[src/rtl/multicycle_ctrl.sv]
// Main control FSM for the multicycle RV32I core. It sequences the shared ALU, register file,
// instruction register and memory port, stalls on mem_ready and flags unsupported opcodes.
module multicycle_ctrl (
    input  logic       clk,
    input  logic       rst,
    input  logic [6:0] op,
    input  logic       Zero,
    input  logic       mem_ready,
    output logic       PCWrite,
    output logic       AdrSrc,
    output logic       MemWrite,
    output logic       IRWrite,
    output logic [1:0] ResultSrc,
    output logic [1:0] ALUSrcA,
    output logic [1:0] ALUSrcB,
    output logic [1:0] ALUOp,
    output logic       RegWrite,
    output logic       instr_done,
    output logic       illegal_op,
    output logic [3:0] state_o
);
    localparam logic [6:0] OP_LW  = 7'b0000011;
    localparam logic [6:0] OP_SW  = 7'b0100011;
    localparam logic [6:0] OP_R   = 7'b0110011;
    localparam logic [6:0] OP_I   = 7'b0010011;
    localparam logic [6:0] OP_JAL = 7'b1101111;
    localparam logic [6:0] OP_BEQ = 7'b1100011;

    typedef enum logic [3:0] {
        S_FETCH    = 4'd0,
        S_DECODE   = 4'd1,
        S_MEMADR   = 4'd2,
        S_MEMREAD  = 4'd3,
        S_MEMWB    = 4'd4,
        S_MEMWRITE = 4'd5,
        S_EXECR    = 4'd6,
        S_ALUWB    = 4'd7,
        S_EXECI    = 4'd8,
        S_JAL      = 4'd9,
        S_BEQ      = 4'd10
    } state_t;

    state_t state;
    logic   pc_update;
    logic   branch;
    logic   op_legal;

    assign state_o  = state;
    assign op_legal = (op == OP_LW) || (op == OP_SW) || (op == OP_R) ||
                      (op == OP_I) || (op == OP_JAL) || (op == OP_BEQ);

    // State sequencing; op only matters in DECODE and MEMADR.
    always_ff @(posedge clk) begin
        if (rst) begin
            state <= S_FETCH;
        end else begin
            case (state)
                S_FETCH:    if (mem_ready) state <= S_DECODE;
                S_DECODE: begin
                    case (op)
                        OP_LW, OP_SW: state <= S_MEMADR;
                        OP_R:         state <= S_EXECR;
                        OP_I:         state <= S_EXECI;
                        OP_JAL:       state <= S_JAL;
                        OP_BEQ:       state <= S_BEQ;
                        default:      state <= S_FETCH;
                    endcase
                end
                S_MEMADR:   state <= (op == OP_LW) ? S_MEMREAD : S_MEMWRITE;
                S_MEMREAD:  if (mem_ready) state <= S_MEMWB;
                S_MEMWB:    state <= S_FETCH;
                S_MEMWRITE: if (mem_ready) state <= S_FETCH;
                S_EXECR:    state <= S_ALUWB;
                S_ALUWB:    state <= S_FETCH;
                S_EXECI:    state <= S_ALUWB;
                S_JAL:      state <= S_ALUWB;
                S_BEQ:      state <= S_FETCH;
                default:    state <= S_FETCH;
            endcase
        end
    end

    // Moore decode; reset holds FETCH selects with every enable low.
    always_comb begin
        pc_update  = 1'b0;
        branch     = 1'b0;
        AdrSrc     = 1'b0;
        MemWrite   = 1'b0;
        IRWrite    = 1'b0;
        ResultSrc  = 2'b00;
        ALUSrcA    = 2'b00;
        ALUSrcB    = 2'b00;
        ALUOp      = 2'b00;
        RegWrite   = 1'b0;
        instr_done = 1'b0;
        illegal_op = 1'b0;
        if (rst) begin
            ResultSrc = 2'b10;
            ALUSrcB   = 2'b10;
        end else begin
            case (state)
                S_FETCH: begin
                    ResultSrc = 2'b10;
                    ALUSrcB   = 2'b10;
                    IRWrite   = mem_ready;
                    pc_update = mem_ready;
                end
                S_DECODE: begin
                    ALUSrcA    = 2'b01;
                    ALUSrcB    = 2'b01;
                    illegal_op = !op_legal;
                end
                S_MEMADR: begin
                    ALUSrcA = 2'b10;
                    ALUSrcB = 2'b01;
                end
                S_MEMREAD:  AdrSrc = 1'b1;
                S_MEMWB: begin
                    ResultSrc  = 2'b01;
                    RegWrite   = 1'b1;
                    instr_done = 1'b1;
                end
                S_MEMWRITE: begin
                    AdrSrc     = 1'b1;
                    MemWrite   = 1'b1;
                    instr_done = mem_ready;
                end
                S_EXECR: begin
                    ALUSrcA = 2'b10;
                    ALUOp   = 2'b10;
                end
                S_ALUWB: begin
                    RegWrite   = 1'b1;
                    instr_done = 1'b1;
                end
                S_EXECI: begin
                    ALUSrcA = 2'b10;
                    ALUSrcB = 2'b01;
                    ALUOp   = 2'b10;
                end
                S_JAL: begin
                    ALUSrcA   = 2'b01;
                    ALUSrcB   = 2'b10;
                    pc_update = 1'b1;
                end
                S_BEQ: begin
                    ALUSrcA    = 2'b10;
                    ALUOp      = 2'b01;
                    branch     = 1'b1;
                    instr_done = 1'b1;
                end
                default: ;
            endcase
        end
        PCWrite = pc_update | (branch & Zero);
    end
endmodule

[config.mk]
export PLATFORM = sky130hd
export DESIGN_NAME = multicycle_ctrl
export DESIGN_NICKNAME = d
export VERILOG_FILES = /design/src/rtl/multicycle_ctrl.sv
export SDC_FILE = /design/constraint.sdc
export NUM_CORES = 1
export LEC_CHECK = 0
export ABC_AREA = 1
export BUFFER_PORTS_ARGS = -buffer_cell sky130_fd_sc_hd__buf_2
export CAP_MARGIN = 25
export CORE_MARGIN = 5
export CORE_UTILIZATION = 39
export CTS_CLUSTER_DIAMETER = 50
export DETAILED_ROUTE_END_ITERATION = 7
export PLACE_DENSITY = 0.74
export SLEW_MARGIN = 15
export SYNTH_ARGS = -nofsm -noshare
export SYNTH_HDL_FRONTEND = slang
export SYNTH_SLANG_ARGS = --single-unit
[constraint.sdc]
create_clock -name clk -period 1.3 [get_ports clk]
set_clock_uncertainty 0.1 [all_clocks]
set_input_delay 0.13 -clock clk [delete_from_list [all_inputs] [get_ports clk]]
set_output_delay 0.13 -clock clk [all_outputs]
set_load 0.05 [all_outputs]
==> results of run 1 <==
-- timing repair --
item,4_1_cts
buffers inserted,6
resized for setup,32
setup endpoints to repair,19
pin swaps,11
-- per-stage QoR --
| stage | setup WS (ns) | TNS [ns] | hold WS [ns] | instances |
|---|---|---|---|---|
| after floorplan | -0.488 | -2.78 | 0.260 | 109 |
| after global placement | -0.228 | -1.65 | 0.370 | 171 |
| after detailed placement | -0.242 | -1.83 | 0.374 | 171 |
| after CTS | -0.372 | -4.71 | 0.136 | 179 |
-- cells by family after synthesis --
logic type,Yosys count
simple gates,70
buf+inv,25
compound gates,10
flops,4
-- synthesized netlist by cell type (all sizes together) --
master and instances:
nand2 30, inv 24, nor2 23, nand3 7, a21oi 6, nor3 5
dfxtp 4, nand4 4, o21ai 3, a31o 1, clkbuf 1, or2 1
==> results.py, run 1 <==
metrics = {
    "placement": {
        "gp_congestion": 0.880,
        "dp_hpwl_mm": 1.64,
        "port_buffers": 29,
        "dpl_cell_area_mm2": 0.00106,
    },
    "yosys": {
        "synth_top_family_by_area": "simple AND/OR/NAND/NOR gates",
        "syn_inst": 109,
        "synth_area_per_cell_um2": 5.21,
        "synth_compound_area_frac": 0.108,
        "synthMuxAreaShare": 0,
        "synthAdderAreaFrac": 0,
        "netlist_top_cells_area": "nand2_1, dfxtp_1, inv_1, nor2_1, nor2_4",
        "yosys.area_share.simple": 0.586,
        "synth_nets": 120,
        "yosysSeqAreaShare": 0.141,
        "yosys.area.top_type_share": 0.198,
        "syn_area_um2": 568,
        "yosys_warnings": 0,
        "ys_types": 19,
        "synth_seq_cells": 4,
        "synth_xor_xnor_area_share": 0,
        "yosys.area.top_type": "nand2_1",
    },
    "clock_tree": {
        "cts_buffers": 3,
        "postCtsHoldBufs": 0,
        "cts_max_path_buffers": 2,
        "htreeDepth": 1,
        "cts_root_buffer": "clkbuf_4",
        "clock_sinks": 4,
    },
    "floorplan": {
        "io_pins": 30,
        "placementRows": 13,
        "initial_core_util": 0.426,
        "chipWidth_um": 48.2,
        "dieHeight_um": 48.2,
    },
    "timing": {
        "crit_endpoint": "PCWrite",
        "worstEndpointType": "top-level output",
    },
    "run_status": {
        "outcome": "did not finish",
        "lastStage": "5_1_grt",
        "error_line": "[ERROR DPL-0038] Utilization greater than 100%, impossible to legalize",
    },
    "grt": {
        "grt_max_degree": 9,
    },
}
==> run 2: changes to the inputs <==
--- a/config.mk
+++ b/config.mk
@@ -8,11 +8,10 @@
 export ABC_AREA = 1
 export BUFFER_PORTS_ARGS = -buffer_cell sky130_fd_sc_hd__buf_2
 export CAP_MARGIN = 25
-export CORE_MARGIN = 5
-export CORE_UTILIZATION = 39
-export CTS_CLUSTER_DIAMETER = 50
+export CORE_AREA = 5 5 66 68
 export DETAILED_ROUTE_END_ITERATION = 7
-export PLACE_DENSITY = 0.74
+export DIE_AREA = 0 0 71 73
+export PLACE_DENSITY_LB_ADDON = 0.15
 export SLEW_MARGIN = 15
 export SYNTH_ARGS = -nofsm -noshare
 export SYNTH_HDL_FRONTEND = slang
==> constraint.sdc (replaced) <==
create_clock -name clk -period 1.7 [get_ports clk]
set_clock_uncertainty 0.1 [all_clocks]
set_input_delay 0.17 -clock clk [delete_from_list [all_inputs] [get_ports clk]]
set_output_delay 0.17 -clock clk [all_outputs]
set_load 0.05 [all_outputs]
==> run 2 against run 1 <==
Compared with the run above: the flow now finishes without violations; synthesized cell count is the same; area after synthesis is the same.
==> results.py, run 2 <==
metrics = {
    "cells_and_area": {
        "layout_commonest_cell": "nand2_1",
        "area_delta_synth_final_pct": 94.1,
        "drive_above_1_share": 0.578,
        "largest_register_ffs": 4,
        "postLayoutCoreUtil": 0.290,
        "final_nets": 160,
        "n_antenna_cell": 0,
        "layout_common_cells": "nand2_1, buf_2, inv_1, nor2_1, buf_4",
        "stdcell_count": 197,
    },
    "critical_path": {
        "cp.arrival_ns": 1.39,
        "critPathRequiredTime_ns": 1.43,
        "criticalPathCategory": "reg2out",
        "critPathCaptureType": "output pin",
        "startpoint_type": "flip-flop",
        "worstPathMaxFanout": 5,
    },
    "route": {
        "wire_per_inst_um": 9.80,
        "drc": 0,
        "dr_wl_met2_um": 941,
        "routed_wl_mm": 1.93,
        "drtAntennaViolNets": 0,
        "via_per_inst": 3.84,
        "top_layer": "met4",
        "vias": 756,
        "drt-pass1-iter-count": 4,
        "dr_wl_met3_um": 94,
        "m1WireLength_um": 883,
        "drt-initial-drc-count": 26,
    },
    "yosys": {
        "yosys-top-cells-count": "nand2_1, inv_1, nor2_1, nand3_1, a21oi_1",
        "synthFlopType": "dfxtp_1",
        "async_flop_share": 0,
        "netlist_top_cells_area": "nand2_1, dfxtp_1, inv_1, nor2_1, nor2_4",
        "yosys.area.top_type_share": 0.198,
        "yosysSeqAreaShare": 0.141,
        "yosys_warnings": 0,
        "ys_types": 19,
        "yosys.area.top_type": "nand2_1",
        "syn_inst": 109,
        "yosysMostFrequentCell": "nand2_1",
        "synth_edf_count": 0,
        "synth_seq_cells": 4,
        "synth_area_per_cell_um2": 5.21,
        "synth_nets": 120,
        "syn_area_um2": 568,
    },
    "power": {
        "power.internal_uw": 307,
        "switchingPower_uw": 171,
        "seq_power_share": 0.211,
        "power_density_mw_per_mm2": 433,
        "p_leak_nw": 0.534,
        "ir_worst_vdd_mv": 0.123,
        "p_sw_frac": 0.358,
        "comb_power_share": 0.376,
        "clock_power_share": 0.412,
    },
    "clock_tree": {
        "htreeDepth": 1,
        "cts_max_path_buffers": 2,
        "cts_root_buffer": "clkbuf_8",
        "cts.clk_slew.worst_paths_ns": 0.03,
        "cts_tree": "built",
        "cts_buffers": 3,
        "clock_sinks": 4,
        "clk_latency_ns": 0.21,
    },
    "grt": {
        "grt_max_degree": 9,
        "gr-total-overflow": 0,
        "grt_first_pass_wirelength_mm": 3.15,
        "antenna_found_initial": 0,
        "grt_pass1_vias": 691,
        "grt_use_total": 0.0767,
    },
    "floorplan": {
        "die_area_mm2": 0.00518,
        "chipWidth_um": 71,
        "io_pins": 30,
        "core_mm2": 0.00380,
        "dieHeight_um": 73,
        "initial_core_util": 0.150,
        "placementRows": 23,
    },
    "timing": {
        "setup_viol": 0,
        "hold_ws_ns": 0.201,
        "rsz0062_at_grt": "yes",
        "period_needed_ns": 1.66,
        "setup_tns_ns": 0,
        "worstMarginPinSlew_ns": 0.282,
        "final_max_slew_viol_count": 0,
        "fmax_ghz": 0.602,
        "slew_headroom": 0.811,
        "hold_viol_final": 0,
        "fin_crit_sh": 0.977,
    },
    "hold_path": {
        "hold_path.class": "in2reg",
    },
    "flow_run": {
        "maxCapViolations": 0,
    },
    "placement": {
        "gp_congestion": 0.758,
        "dp_hpwl_mm": 1.65,
        "port_buffers": 29,
        "place_inst": 190,
    },
    "run_status": {
        "outcome": "finished clean",
    },
}
[run 2: cell counts after synthesis]
No cell type changed its count.
[run 2: kinds of logic after synthesis]
group / Yosys count / synth area share
flip-flops: 4 / 0.141
AO/OA/AOI/OAI: 10 / 0.108
AND/OR/NAND/NOR: 70 / 0.586
buffers and inverters: 25 / 0.165
[run 2: area by class of cell]
class	count	area [um^2]
clock buffers	3	41.3
fillers	439	2700
inverters	24	98.8
multi-input cells	80	547
flip-flops and latches	4	95.1
well taps	50	62.6
repair buffers	36	258
[run 2: power by group through the flow]
stage               sequential, mW  combinational [mW]  clock [mW]
finish                       0.101               0.180       0.197
global route                 0.101               0.193       0.214
CTS                          0.101               0.171       0.203
detailed placement           0.101               0.164           0
global placement             0.101               0.164           0
floorplan                    0.109               0.112           0
[run 2: metal layers]
metal	track usage	up-vias
met2	0.126	17
met3	0.0152	2
met4	0.0376	0
met1	0.0961	321
li1	-	416
met5	0	-
[run 2: timing repair]
item | 4_1_cts | 5_1_grt
endpoints found under the setup margin | 9 | 11
hold buffers | 0 | 0
resized for setup | 14 | 20
setup buffers | 0 | 4
pin swaps | 1 | 7
[run 2: per-stage QoR]
stage | total power [mW] | setup WS (ns) | cell area (um^2)
6_report | 0.477 | 0.0394 | 1100
5_1_grt | 0.508 | -0.0404 | 1100
4_1_cts | 0.475 | -0.0270 | 1020
3_5_place_dp | 0.265 | 0.0579 | 940
3_3_place_gp | 0.266 | 0.0631 | 940
2_1_floorplan | 0.221 | -0.128 | 713
[run 2: path summary, 6_finish.rpt]
kind | to | depth (start not counted) | slack (ns) | startpoint
min | state_o[0] | 2 | 0.20 | rst
min reg2reg | state_o[2] | 3 | 0.56 | state_o[3]
max | ALUSrcA[1] | 6 | 0.04 | state_o[2]
max reg2reg | state_o[2] | 8 | 0.35 | state_o[2]
[run 2: critical path, stage by stage, from the launching register on]
cell     delay (ns)
dfxtp_4        0.39
inv_2          0.07
nor2_4         0.16
nand2_1        0.12
a21oi_4        0.18
a31o_4         0.11
buf_6          0.15
Note: power is estimated with default switching activity, not from simulation.
==> run 3: changes to the inputs <==
--- a/config.mk
+++ b/config.mk
@@ -5,7 +5,7 @@
 export SDC_FILE = /design/constraint.sdc
 export NUM_CORES = 1
 export LEC_CHECK = 0
-export ABC_AREA = 1
+export ABC_AREA = 0
 export BUFFER_PORTS_ARGS = -buffer_cell sky130_fd_sc_hd__buf_2
 export CAP_MARGIN = 25
 export CORE_AREA = 5 5 66 68
==> run 3 against run 2 <==
Compared with the run above: flip-flop and latch count unchanged; global-route usage rose by 1.2 points; power up 1.7%; clock power barely moved; clock-buffer cell count unchanged; sequential power hardly changed; wire length grew 22%; synthesized cell count down 20%; utilization up 1.6 points; cell count shrank 6.6%; first-iteration DRC count fell by 15%; critical endpoint is now PCWrite.
==> results.py, run 3 <==
metrics = {
    "critical_path": {
        "critPathCaptureType": "output pin",
        "criticalPathCategory": "reg2out",
        "crit_path_top_delay_cell": "dfxtp_4",
        "crit_family": "simple AND/OR/NAND/NOR gates",
        "cp.arrival_ns": 1.40,
        "critPathRequiredTime_ns": 1.43,
        "slowest_delay_ns": 0.37,
        "worstPathMaxFanout": 7,
        "cp.depth": 4,
        "crit_chain": "nand2b_4 > nor4_4 > a22o_4 > buf_8",
        "critical_path_buf_inv_count": 1,
        "r2r_cells": 6,
        "startpoint_type": "flip-flop",
    },
    "timing": {
        "slew_headroom": 0.789,
        "fin_crit_sh": 0.985,
        "fmax_ghz": 0.597,
        "hold_viol_final": 0,
        "setup_viol": 0,
        "final_max_slew_viol_count": 0,
        "period_needed_ns": 1.67,
        "worstMarginPinSlew_ns": 0.314,
        "setup_ws_ns": 0.0262,
        "rsz0062_at_grt": "yes",
    },
    "grt": {
        "antenna_found_initial": 0,
        "grt_use_total": 0.0888,
        "grt_pass1_vias": 794,
        "grt_first_pass_wirelength_mm": 3.68,
        "grt_max_degree": 17,
        "gr-total-overflow": 0,
    },
    "floorplan": {
        "dieHeight_um": 73,
        "io_pins": 30,
        "chipWidth_um": 71,
        "core_mm2": 0.00380,
        "placementRows": 23,
        "die_area_mm2": 0.00518,
        "initial_core_util": 0.155,
    },
    "route": {
        "via_per_inst": 4.51,
        "wire_per_inst_um": 12.8,
        "vias": 830,
        "drt-initial-drc-count": 22,
        "drtAntennaViolNets": 0,
        "drc": 0,
        "routed_wl_mm": 2.36,
        "drt-pass1-iter-count": 5,
    },
    "power": {
        "p_total_uw": 486,
        "power_density_mw_per_mm2": 418,
        "comb_power_share": 0.380,
        "switchingPower_uw": 171,
        "power.internal_uw": 314,
        "clock_power_share": 0.408,
        "p_leak_nw": 0.499,
        "seq_power_share": 0.213,
        "p_sw_frac": 0.353,
        "ir_worst_vdd_mv": 0.278,
    },
    "yosys": {
        "syn_area_um2": 589,
        "synth_seq_cells": 4,
        "yosysMostFrequentCell": "nor2_1",
        "syn_inst": 87,
        "yosys-top-cells-count": "nor2_1, a21oi_1, nand2_1, o21ai_0",
        "async_flop_share": 0,
        "synth_edf_count": 0,
        "netlist_top_cells_area": "dfxtp_1, clkbuf_8, nor4_1, a21oi_1, o21ai_0",
        "synth_nets": 98,
        "yosys.area.top_type_share": 0.136,
        "yosys_warnings": 0,
        "synth_area_per_cell_um2": 6.77,
        "yosys.area.top_type": "dfxtp_1",
        "yosysSeqAreaShare": 0.136,
        "synthFlopType": "dfxtp_1",
        "ys_types": 36,
    },
    "cells_and_area": {
        "fin_area_mm2": 0.00116,
        "postLayoutCoreUtil": 0.306,
        "drive_above_1_share": 0.582,
        "final_nets": 147,
        "layout_common_cells": "buf_4, buf_2, nor2_1, nand2_1, a21oi_1",
        "n_antenna_cell": 0,
        "layout_commonest_cell": "buf_4",
        "area_delta_synth_final_pct": 97.2,
        "ff_latch_area_um2": 95.1,
        "multi_input_area_um2": 574,
        "largest_register_ffs": 4,
        "fill_cells": 436,
    },
    "placement": {
        "gp_congestion": 0.701,
        "port_buffers": 29,
        "dpl_cell_area_um2": 938,
        "dp_hpwl_mm": 1.80,
        "dp_slack_ns": 0.0604,
    },
    "hold_path": {
        "hold_path_depth": 2,
        "hold_path.class": "in2reg",
    },
    "clock_tree": {
        "cts_root_buffer": "clkbuf_8",
        "cts_buffers": 3,
        "postCtsHoldBufs": 0,
        "clk_latency_ns": 0.22,
        "cts_tree": "built",
        "htreeDepth": 1,
        "cts_max_path_buffers": 2,
        "cts.clk_slew.worst_paths_ns": 0.03,
        "clock_sinks": 4,
    },
    "flow_run": {
        "maxCapViolations": 0,
    },
    "run_status": {
        "outcome": "finished clean",
    },
}
run 3: area by class of cell:
type | instances | area share
Sequential cell | 4 | 0.0818
Timing Repair Buffer | 51 | 0.312
Multi-Input combinational cell | 70 | 0.494
Clock buffer | 3 | 0.0355
Tap cell | 50 | 0.0538
Inverter | 6 | 0.0226
run 3: worst paths after layout:
| check | from | to | slack, ns |
|---|---|---|---|
| hold reg to reg | state_o[3] | state_o[0] | 0.61 |
| hold / removal | rst | state_o[1] | 0.14 |
| setup reg to reg | state_o[1] | state_o[0] | 0.09 |
| setup / recovery | state_o[2] | PCWrite | 0.03 |
run 3: logic make-up after synthesis:
logic type	count (synthesis)	synth area share
muxes	1	0.0170
DFF	4	0.136
adders and majority gates	1	0.0170
xor gates and xnor gates	1	0.0149
and+or+nand+nor	39	0.344
buffers and inverters	13	0.161
AOI/OAI and AO/OA	28	0.310
run 3: power groups by stage:
stage,Sequential [mW],Combinational [mW],Clock [mW]
global route,0.104,0.198,0.212
global placement,0.109,0.153,0
detailed placement,0.109,0.155,0
finish,0.103,0.184,0.198
floorplan,0.105,0.122,0
CTS,0.103,0.177,0.206
run 3: metal layers:
layer	track usage	wire length [um]
met5	0	0
met4	0.0188	7
met3	0.0289	134
met2	0.151	1170
met1	0.109	1040
run 3: through the flow:
stage / instances / hold slack, ns / setup TNS, ns
floorplan: 87 / 0.209 / -0.996
global placement: 168 / 0.354 / 0
detailed placement: 168 / 0.344 / 0
CTS: 176 / 0.126 / -0.0191
global route: 184 / 0.150 / -0.0591
finish: 184 / 0.137 / 0
run 3: repair_timing:
item | in CTS | in global routing
pin swaps | 1 | 3
buffers inserted | 5 | 8
gates resized for setup | 16 | 12
setup endpoints to repair | 11 | 8
